==> src/rtl/spwm_gate_driver.sv <==
// SPWM gate driver: folds the upstream sawtooth into a triangle carrier,
// double-buffers the sine reference, compares, and drives a complementary
// gate pair with dead-time insertion.
//
// Reference handshake: a sample transfers on any clk edge where
// ref_valid && ref_ready; ref_ready is high exactly when the shadow register
// is empty, and a producer holding ref_valid while ref_ready is low keeps its
// sample until the transfer edge.
module spwm_gate_driver #(
    parameter int WIDTH   = 8,
    parameter int CNT_MAX = 255,
    parameter int DEAD    = 4,
    parameter int DTW     = 4
) (
    input  logic             clk,
    input  logic             rst,
    input  logic             rst_syn,
    input  logic             en,
    input  logic             e,
    input  logic             carry,
    input  logic [WIDTH-1:0] cnt,
    input  logic [WIDTH-1:0] ref_data,
    input  logic             ref_valid,
    output logic             ref_ready,
    output logic             sample_req,
    output logic             dir,
    output logic             gate_h,
    output logic             gate_l,
    output logic [2:0]       fsm_state
);

    typedef enum logic [2:0] {
        SAFE    = 3'd0,
        DT_H    = 3'd1,
        HIGH_ON = 3'd2,
        DT_L    = 3'd3,
        LOW_ON  = 3'd4
    } state_t;

    localparam logic [WIDTH-1:0] CMAX    = WIDTH'(CNT_MAX);
    localparam logic [DTW-1:0]   DT_LOAD = DTW'(DEAD - 1);

    logic [WIDTH-1:0] carrier;
    logic             valley;
    logic             pending;
    logic [WIDTH-1:0] shadow;
    logic [WIDTH-1:0] ref_active;
    logic             pwm_cmp;
    state_t           state;
    logic [DTW-1:0]   dt_cnt;
    logic             from_safe;

    // e only acts through carry and the upstream cnt; kept for interface symmetry
    logic             unused_e;
    assign unused_e = e;

    // Triangle carrier: mirror the sawtooth on the down ramp
    assign carrier   = dir ? (CMAX - cnt) : cnt;
    assign valley    = carry & dir;
    assign ref_ready = ~pending;
    assign gate_h    = (state == HIGH_ON);
    assign gate_l    = (state == LOW_ON);
    assign fsm_state = state;

    // Carrier direction and valley sample request
    always_ff @(posedge clk or negedge rst) begin
        if (!rst) begin
            dir        <= 1'b0;
            sample_req <= 1'b0;
        end else if (rst_syn) begin
            dir        <= 1'b0;
            sample_req <= 1'b0;
        end else begin
            sample_req <= valley;
            if (carry) dir <= ~dir;
        end
    end

    // Shadow/active reference double buffer; active only updates at a valley
    always_ff @(posedge clk or negedge rst) begin
        if (!rst) begin
            pending    <= 1'b0;
            shadow     <= '0;
            ref_active <= '0;
        end else if (rst_syn) begin
            pending    <= 1'b0;
            shadow     <= '0;
            ref_active <= '0;
        end else if (valley && pending) begin
            ref_active <= shadow;
            pending    <= 1'b0;
        end else if (ref_valid && !pending) begin
            shadow  <= ref_data;
            pending <= 1'b1;
        end
    end

    // Registered compare of reference against the carrier
    always_ff @(posedge clk or negedge rst) begin
        if (!rst) begin
            pwm_cmp <= 1'b0;
        end else if (rst_syn) begin
            pwm_cmp <= 1'b0;
        end else begin
            pwm_cmp <= (ref_active > carrier);
        end
    end

    // Dead-time FSM; gates are decoded straight from the state register
    always_ff @(posedge clk or negedge rst) begin
        if (!rst) begin
            state     <= SAFE;
            dt_cnt    <= '0;
            from_safe <= 1'b0;
        end else if (rst_syn) begin
            state     <= SAFE;
            dt_cnt    <= '0;
            from_safe <= 1'b0;
        end else if (!en) begin
            state     <= SAFE;
            from_safe <= 1'b0;
        end else begin
            case (state)
                SAFE: begin
                    dt_cnt <= DT_LOAD;
                    if (pwm_cmp) begin
                        state     <= DT_H;
                        from_safe <= 1'b0;
                    end else begin
                        state     <= DT_L;
                        from_safe <= 1'b1;
                    end
                end
                DT_H: begin
                    if (!pwm_cmp)            state  <= LOW_ON;
                    else if (dt_cnt == '0)   state  <= HIGH_ON;
                    else                     dt_cnt <= dt_cnt - 1'b1;
                end
                HIGH_ON: begin
                    if (!pwm_cmp) begin
                        state     <= DT_L;
                        dt_cnt    <= DT_LOAD;
                        from_safe <= 1'b0;
                    end
                end
                DT_L: begin
                    if (pwm_cmp) begin
                        // Low side never conducted after SAFE, so a completed
                        // dead time may hand straight over to the high side
                        if (from_safe && dt_cnt == '0) begin
                            state <= HIGH_ON;
                        end else begin
                            state  <= DT_H;
                            dt_cnt <= DT_LOAD;
                        end
                    end else if (dt_cnt == '0) begin
                        state <= LOW_ON;
                    end else begin
                        dt_cnt <= dt_cnt - 1'b1;
                    end
                end
                LOW_ON: begin
                    if (pwm_cmp) begin
                        state  <= DT_H;
                        dt_cnt <= DT_LOAD;
                    end
                end
                default: state <= SAFE;
            endcase
        end
    end

endmodule

==> config.mk <==
export PLATFORM = sky130hd
export DESIGN_NAME = spwm_gate_driver
export DESIGN_NICKNAME = d
export VERILOG_FILES = /design/src/rtl/spwm_gate_driver.sv
export SDC_FILE = /design/constraint.sdc
export NUM_CORES = 1
export LEC_CHECK = 0
export CAP_MARGIN = 20
export CORE_MARGIN = 8
export CORE_UTILIZATION = 46
export CTS_CLUSTER_DIAMETER = 150
export DETAILED_ROUTE_END_ITERATION = 6
export PLACE_DENSITY = 0.86
export SLEW_MARGIN = 10
export SYNTH_ARGS = -nofsm -noshare
export SYNTH_HDL_FRONTEND = slang
export SYNTH_SLANG_ARGS = --single-unit
export TNS_END_PERCENT = 100
==> constraint.sdc <==
create_clock -name clk -period 1.8 [get_ports clk]
set_input_delay 0.36 -clock clk [delete_from_list [all_inputs] [get_ports clk]]
set_output_delay 0.36 -clock clk [all_outputs]
set_load 0.05 [all_outputs]
==> Word level (Yosys, flattened, before mapping) <==
Cells that the tools add are included.
{ "totals": {"input_bits": 23, "reg_bits": 28, "output_inout_bits": 8, "elab_cells": 83} }
{ "op_classes": {"magnitude_cmp": 1, "reduce_logical": 16, "n_eq_ne": 14, "n_addsub": 2, "muxes": 38, "n_bitwise": 3} }
{ "op_table": {"columns": ["operator", "count"], "rows": [
  ["two-way mux 8 bit", 6],
  ["two-way mux 4 bit", 8],
  ["two-way mux 3 bit", 8],
  ["case mux 4 bit (5 select lines)", 1],
  ["case mux 3 bit (5 select lines)", 1],
  ["two-way mux 1 bit", 11],
  ["!= test 5 bit, second input constant", 2],
  ["> comparator 8 bit", 1],
  ["!= test 4 bit, second input constant", 2],
  ["nonzero test 2 bit", 4],
  ["subtractor 8 bit, first input constant", 1],
  ["== test 3 x 2 -> 1 bit, second input constant", 2],
  ["!= test 3 bit, second input constant", 2],
  ["AND reduction 6 bit", 1],
  ["nonzero test 6 bit", 1],
  ["logical NOT 4 bit", 1],
  ["two-way mux 2 bit", 2],
  ["!= test 4 x 2 -> 1 bit, second input constant", 1],
  ["!= test 4 x 3 -> 1 bit, second input constant", 1],
  ["AND reduction 2 bit", 2],
  ["AND reduction 4 bit", 1],
  ["subtractor 4 x 1 -> 4 bit, second input constant", 1],
  ["== test 3 x 1 -> 1 bit, second input constant", 1],
  ["== test 3 bit, second input constant", 1],
  ["9 further kinds", 12]
]} }

==> Logic depth before layout (Yosys ltp) <==
Gate-level depths: netlist of the first run.
{ "logic_depth": {"ltp_word": 7, "mapped_depth": 8, "depth_no_buf": 7} }

==> Worst setup path before layout of the first run <==
No wires, ideal clock.
{ "synth_timing": {"kind": "reg-to-output", "startpoint": "reg state[2], in the netlist fsm_state[2]", "endpoint": "out gate_l", "arrival_ns": 2.083, "slack_ns": -0.643, "path_buffers": 1, "stages_incl_launch_ff": 4, "required_time_ns": 1.440, "cell_sequence": "dfrtp_1 buf_2 inv_1 nor3_1"} }
{ "synth_between": {"elab_chain_cells": 1} }
{ "synth_rtl": {"columns": ["element", "line_no", "rtl"], "rows": [
  ["start, declared", "49", "state_t state;"],
  ["start signal, assigned", "112", "state <= SAFE;"],
  ["start signal, assigned", "116", "state <= SAFE;"],
  ["start signal, assigned", "120", "state <= SAFE;"],
  ["== test 3 bit", "62", "assign gate_l = (state == LOW_ON);"],
  ["end, declared", "28", "output logic gate_l,"]
]} }
No other way between the ends.

==> Worst setup path after layout of the first run <==
{ "layout_timing": {"startpoint": "reg dt_cnt[0]", "endpoint": "reg dt_cnt[2]"} }
{ "layout_between": {"elab_chain_cells": 6, "word_cells_on_any_way": 11, "cone_classes": "add/sub: 1; eq/ne: 1; mux: 6; reduce/logical: 3"} }
{ "layout_rtl": {"columns": ["element", "line_no", "rtl"], "rows": [
  ["start, declared", "50", "logic [DTW-1:0] dt_cnt;"],
  ["start signal, assigned", "137", "else dt_cnt <= dt_cnt - 1'b1;"],
  ["start signal, assigned", "159", "dt_cnt <= dt_cnt - 1'b1;"],
  ["subtractor 4 x 1 -> 4 bit / logical NOT 4 bit (equally long branches)", null, null],
  ["two-way mux 4 bit", "136, 156", null],
  ["two-way mux 4 bit (on tied branches)", "147, 135", null],
  ["case mux 4 bit (5 select lines)", "123", "case (state)"],
  ["two-way mux 4 bit", "119", "end else if (!en) begin"],
  ["two-way mux 4 bit", "115", "end else if (rst_syn) begin"]
]} }
Parallel ways exist; a longest one is shown, timed or not. The select of a mux whose other input is x is not followed.
A chain may end at the register's enable or synchronous reset.

==> results of run 1 <==
[where the power goes]
group          switching (W)  total, W  internal [W]
clock network       0.000195  0.000421      0.000225
registers          0.0000251  0.000683      0.000658
logic               0.000213  0.000428      0.000216
[worst max-delay path, cell delays in order, from the launching register on]
cell	delay, ps
dfrtp_1	400
inv_2	60
ha_4	170
nand4bb_1	130
a21oi_1	90
or3_4	390
or3_4	370
a21oi_2	120
[per-stage QoR]
step                      hold WS [ps]  TNS [ps]  power, W  setup slack, ps  instances
after CTS                          378         0   0.00153             2.66        266
final                              372         0   0.00153             28.1        268
after global routing               388      -175   0.00161            -72.1        268
after global placement             503      -180   0.00108             -165        260
after floorplan                   64.4     -29.8  0.000921            -29.8        176
after detailed placement           514      -427   0.00109             -248        260
[layout by cell type, fill, tap and decap left out, drive strengths merged, types with 2 or more instances in the layout]
cell type / synthesis / final
inv: 5 / 5
ha: 9 / 9
nor4: 2 / 2
nand4: 2 / 2
mux2i: 9 / 9
a31oi: 2 / 2
nor3: 6 / 6
nor2: 20 / 20
dfrtp: 28 / 28
a21oi: 18 / 18
nand2: 28 / 28
clkdlybuf4s50: 0 / 21
o21a: 4 / 4
buf: 5 / 30
o21ai: 4 / 4
nor2b: 3 / 3
xnor2: 8 / 8
a21o: 3 / 3
nand2b: 2 / 2
clkbuf: 4 / 3
or3: 2 / 2
[state kept, by name (all words and copies together), names as in the netlist]
register / count
ref_active: 8
shadow: 8
dt_cnt: 4
fsm_state: 3
dir: 1
from_safe: 1
pending: 1
pwm_cmp: 1
sample_req: 1
[cell usage after synthesis (all sizes together), types with 3 or more instances]
cell,number
inv,5
nor3,6
xnor2,8
dfrtp,28
a21oi,18
o21ai,4
buf,5
a21o,3
nor2,20
o21a,4
nand2,28
nor2b,3
ha,9
mux2i,9
clkbuf,4
[worst paths after layout]
kind / start / to / slack (ps)
hold / removal: rst / shadow[1]$_DFFE_PN0P_ / 370
setup / recovery: dt_cnt[0]$_DFFE_PN0P_ / dt_cnt[2]$_DFFE_PN0P_ / 30
setup reg to reg: dt_cnt[0]$_DFFE_PN0P_ / dt_cnt[2]$_DFFE_PN0P_ / 30
hold reg to reg: shadow[0]$_DFFE_PN0P_ / ref_active[0]$_DFFE_PN0N_ / 540
min in group clk: shadow[0]$_DFFE_PN0P_ / ref_active[0]$_DFFE_PN0N_ / 540
max in group asynchronous: rst / dir$_DFFE_PN0P_ / 1150
[routing by layer]
metal / share of wire [%] / global-route usage [%]
met3: 3.4 / 1.07
met4: 2.0 / 7.83
met2: 49 / 23.7
met5: 0 / 0
met1: 45 / 18.4
[layout make-up]
| class | instances | area, um^2 |
|---|---|---|
| clock inverters | 1 | 30.0 |
| well taps | 46 | 57.6 |
| fillers | 264 | 1120 |
| multi-input cells | 134 | 902 |
| inverters | 5 | 18.8 |
| repair buffers | 51 | 485 |
| clock buffers | 3 | 22.5 |
| flip-flops and latches | 28 | 704 |
[repair_timing]
item                                    4_1_cts  5_1_grt
endpoints found under the hold margin         0        0
pin swaps                                     1        0
buffers inserted                              2        2
endpoints found under the setup margin        5        7
hold buffers                                  0        0
gates resized for setup                       4        8
[kinds of logic (layout without fill, tap and decap cells)]
group / Yosys count / after routing / synth area share [%]
and+or+nand+nor: 70 / 70 / 20.5
buffers and inverters: 14 / 60 / 3.68
muxes: 10 / 10 / 6.35
DFF: 28 / 28 / 43.9
xor gates and xnor gates: 9 / 9 / 4.94
adders and majority gates: 9 / 9 / 7.05
AOI/OAI and AO/OA: 36 / 36 / 13.6
==> flow_summary.toml, run 1 <==
[yosys]
yosys.area.top_type = "dfrtp_1"
syn_nets = 208
synth.top_cell.area_share_pct = 43.9
yosysWarnings = 0
postSynthAreaPerCell_um2 = 9.07
ys_async_sr_fraction_pct = 100
synth-edff-count = 0
synth-seq-cells = 28
synthTopCellsByArea = "dfrtp_1 (44%), ha_1 (7.1%), nand2_1 (6.3%)"
synth_cells = 176
yosysSeqAreaShare_pct = 43.9
netlist_area_um2 = 1600
synthFlopType = "dfrtp_1"
synth.distinct_cells = 34

[floorplanning]
ioPinCount = 31
fp-row-count = 21
design.core.area_um2 = 3340
fp.dieW_um = 74.9
dieArea_um2 = 5610
die_h_um = 74.9
initial_core_util_pct = 47.8

[global_route]
grt_pass1_vias = 1417
grt_overflow_total = 0
grt.total_usage_pct = 14.5
grt_max_degree = 29
antenna_found_initial = 0
grt_pass1_wl_um = 6310

[power_and_ir_drop]
p_leak_nw = 0.988
ir_drop_mv = 0.357
power.density_nw_per_um2 = 690

[route]
remaining_drc_errors = 0
drt_iter0_markers = 83
routedWlPerCell_um = 14.2
vias = 1395
via_per_inst = 5.21
dr.pass1.iters = 4
routed_wl_um = 3810
final_antenna_net_count = 0

[worst_setup_path]
cp_max_fo = 5
crit_required_ps = 2080
cp.arrival_ps = 2050
crit_path_end_kind = "flip-flop"
r2r_cells = 7
critPathLaunchType = "flip-flop"
critical_path_class = "flip-flop to flip-flop"

[placed_design]
numPortBuffers = 29
place_hpwl_um = 2800
placed_area_um2 = 2090
routabilityCongestion = 0.882

[sta]
fmax_ghz = 0.564
finalClockSkew_ps = 2.75
relSlewSlack_pct = 76.6
tightest_slew_ps = 351
period_share_pct = 98.4
maxSlewViolCount = 0
layout_min_cycle_time_ps = 1770
final_hold_viol_count = 0
rsz0062_at_grt = "true"
setup_viol = 0

[finish]
final_util_pct = 66.6
antenna_cells = 0
nets = 255
drive_above_1_share_pct = 22.5
fin_area_um2 = 2220
syn_to_final_growth_pct = 39.1

[clock_tree]
root_buffer = "clkbuf_4"
clock_path_buffers = 2
clkSlewWorstSetupHoldPaths_ps = 160
cts_tree = "yes"
clk_latency_ps = 330
cts_buffers = 3
h-tree-depth = 1
clock_sinks = 28

[hold_path]
hold_class = "primary input to async pin"

[run_status]
status = "completed"

[job]
max-cap-violations = 0
Note: power is estimated with default switching activity, not from simulation.
==> run 2: changes to the inputs <==
CAP_MARGIN = unset   (was 20)
CORE_ASPECT_RATIO = 0.9   (was unset)
==> run 2 against run 1 <==
  * Clock power is 9.5% lower
  * Sequential power hardly changed
  * Non-clock buffer count is 5 lower
  * Critical path depth is 1 higher
  * Register-to-register slack better by 20 ps
  * Fmax is 1.1% higher
  * Utilization is 0.70 points lower
  * Largest power group unchanged
  * Sequential share of layout area is 0.18 points higher
  * Combinational power hardly changed
  * Critical path type unchanged
==> flow_summary.toml, run 2 (synthesis results as in run 1) <==
[clock_tree]
root_buffer = "clkbuf_8"
h-tree-depth = 1
cts_tree = "yes"
clkSlewWorstSetupHoldPaths_ps = 90
clk_latency_ps = 270
clock_path_buffers = 2
cts_buffers = 3
clock_sinks = 28

[finish]
drive_above_1_share_pct = 22.1
syn_to_final_growth_pct = 38.3
final_cell_mix = "nand2_1 (27), dfrtp_1 (25), buf_4 (21)"
final_common_cell = "nand2_1"
nets = 250
fin_cells = 261
antenna_cells = 0
largestRegisters = "ref_active (8), shadow (8), dt_cnt (4)"
final_util_pct = 65.9

[global_route]
grt.total_usage_pct = 12.7
grt_max_degree = 29
antenna_found_initial = 0
grt_pass1_wl_um = 6020
grt_pass1_vias = 1330
grt_overflow_total = 0

[floorplanning]
design.core.area_um2 = 3350
fp-row-count = 20
ioPinCount = 31
dieArea_um2 = 5610
fp.dieW_um = 78.1
initial_core_util_pct = 47.6
die_h_um = 71.9

[power_and_ir_drop]
switchingPower_w = 0.000423
p_int_w = 0.00107
clkPwrFrac_pct = 25.6
ir_drop_mv = 0.486
combPwrFrac_pct = 28.7
switching_share_pct = 28.4
p_seq_share_pct = 45.7
power.density_nw_per_um2 = 675
p_leak_nw = 0.984

[route]
routedWlPerCell_um = 14.2
drt_iter0_markers = 89
routed_wl_um = 3720
vias = 1384
dr.pass1.iters = 4
via_per_inst = 5.30
remaining_drc_errors = 0
final_antenna_net_count = 0

[job]
max-cap-violations = 0

[sta]
setup_viol = 0
fmax_ghz = 0.570
fin_ws_ps = 47.0
finalSetupTns_ps = 0
tightest_slew_ps = 349
maxSlewViolCount = 0
finalClockSkew_ps = 3.62
layout_min_cycle_time_ps = 1750
relSlewSlack_pct = 76.7
final_hold_viol_count = 0
hold-worst-slack_ps = 466
period_share_pct = 97.4

[placed_design]
place_hpwl_um = 2700
dp.cells = 255
pre_cts_ws_ps = -261
numPortBuffers = 29
routabilityCongestion = 0.874

[worst_setup_path]
crit_path_end_kind = "flip-flop"
critPathLaunchType = "flip-flop"
cp_max_fo = 3
crit_required_ps = 1960
critical_path_class = "flip-flop to flip-flop"
cp.arrival_ps = 1910

[hold_path]
hold_class = "primary input to async pin"

[run_status]
status = "completed"
[run 2: per-layer routing]
layer	global-route usage (%)	routed length [um]
met5	0	0
met4	3.08	34
met3	2.47	172
met2	21.5	1800
met1	16.1	1710
[run 2: area by class of cell]
class	instances	area (um^2)
Tap cell	44	55.1
Fill cell	266	1140
Inverter	5	18.8
Multi-Input combinational cell	134	925
Sequential cell	28	704
Timing Repair Buffer	46	450
Clock buffer	4	55.1
[run 2: worst max-delay path, cell delays in order, from the launching register on]
cell and delay (ps):
dfrtp_1 360, inv_1 50, ha_2 190, nand4bb_1 130
a21oi_1 90, or3_4 400, buf_4 160, o21ai_0 200
a21oi_2 80
[run 2: worst paths after layout]
check | start | slack (ps) | depth (start not counted) | end
worst max-delay path | dt_cnt[0]$_DFFE_PN0P_ | 50 | 8 | dt_cnt[2]$_DFFE_PN0P_
worst min-delay path | rst | 470 | 2 | pending$_DFFE_PN0P_
worst max register to register | dt_cnt[0]$_DFFE_PN0P_ | 50 | 8 | dt_cnt[2]$_DFFE_PN0P_
max in group asynchronous | rst | 1060 | 2 | fsm_state[2]$_DFFE_PN0P_
worst min register to register | shadow[7]$_DFFE_PN0P_ | 530 | 2 | ref_active[7]$_DFFE_PN0N_
min in group clk | shadow[7]$_DFFE_PN0P_ | 530 | 2 | ref_active[7]$_DFFE_PN0N_
[run 2: timing repair]
action | in CTS | in global routing
pin swaps | 0 | 6
endpoints found under the hold margin | 0 | 0
endpoints found under the setup margin | 2 | 7
setup buffers | 0 | 2
hold buffers | 0 | 0
resized for setup | 3 | 12
[run 2: through the flow]
step | instance area [um^2] | power [W]
final | 2210 | 0.00149
after floorplan | 1630 | 0.000921
after CTS | 2130 | 0.00146
after global routing | 2210 | 0.00156
after detailed placement | 2060 | 0.00108
after global placement | 2060 | 0.00107
[run 2: power by group through the flow]
stage	Sequential [W]	Combinational, W	Clock, W
floorplan	0.000712	0.000209	0
CTS	0.000683	0.000396	0.000385
detailed placement	0.000695	0.000387	0
finish	0.000681	0.000427	0.000381
global placement	0.000695	0.000377	0
global route	0.000685	0.000466	0.000410
==> run 3: changes to the inputs <==
GPL_ROUTABILITY_DRIVEN = 0   (was unset)
==> results of run 3 <==
No change in the layout: final DEF, timing and power equal those of run 2.
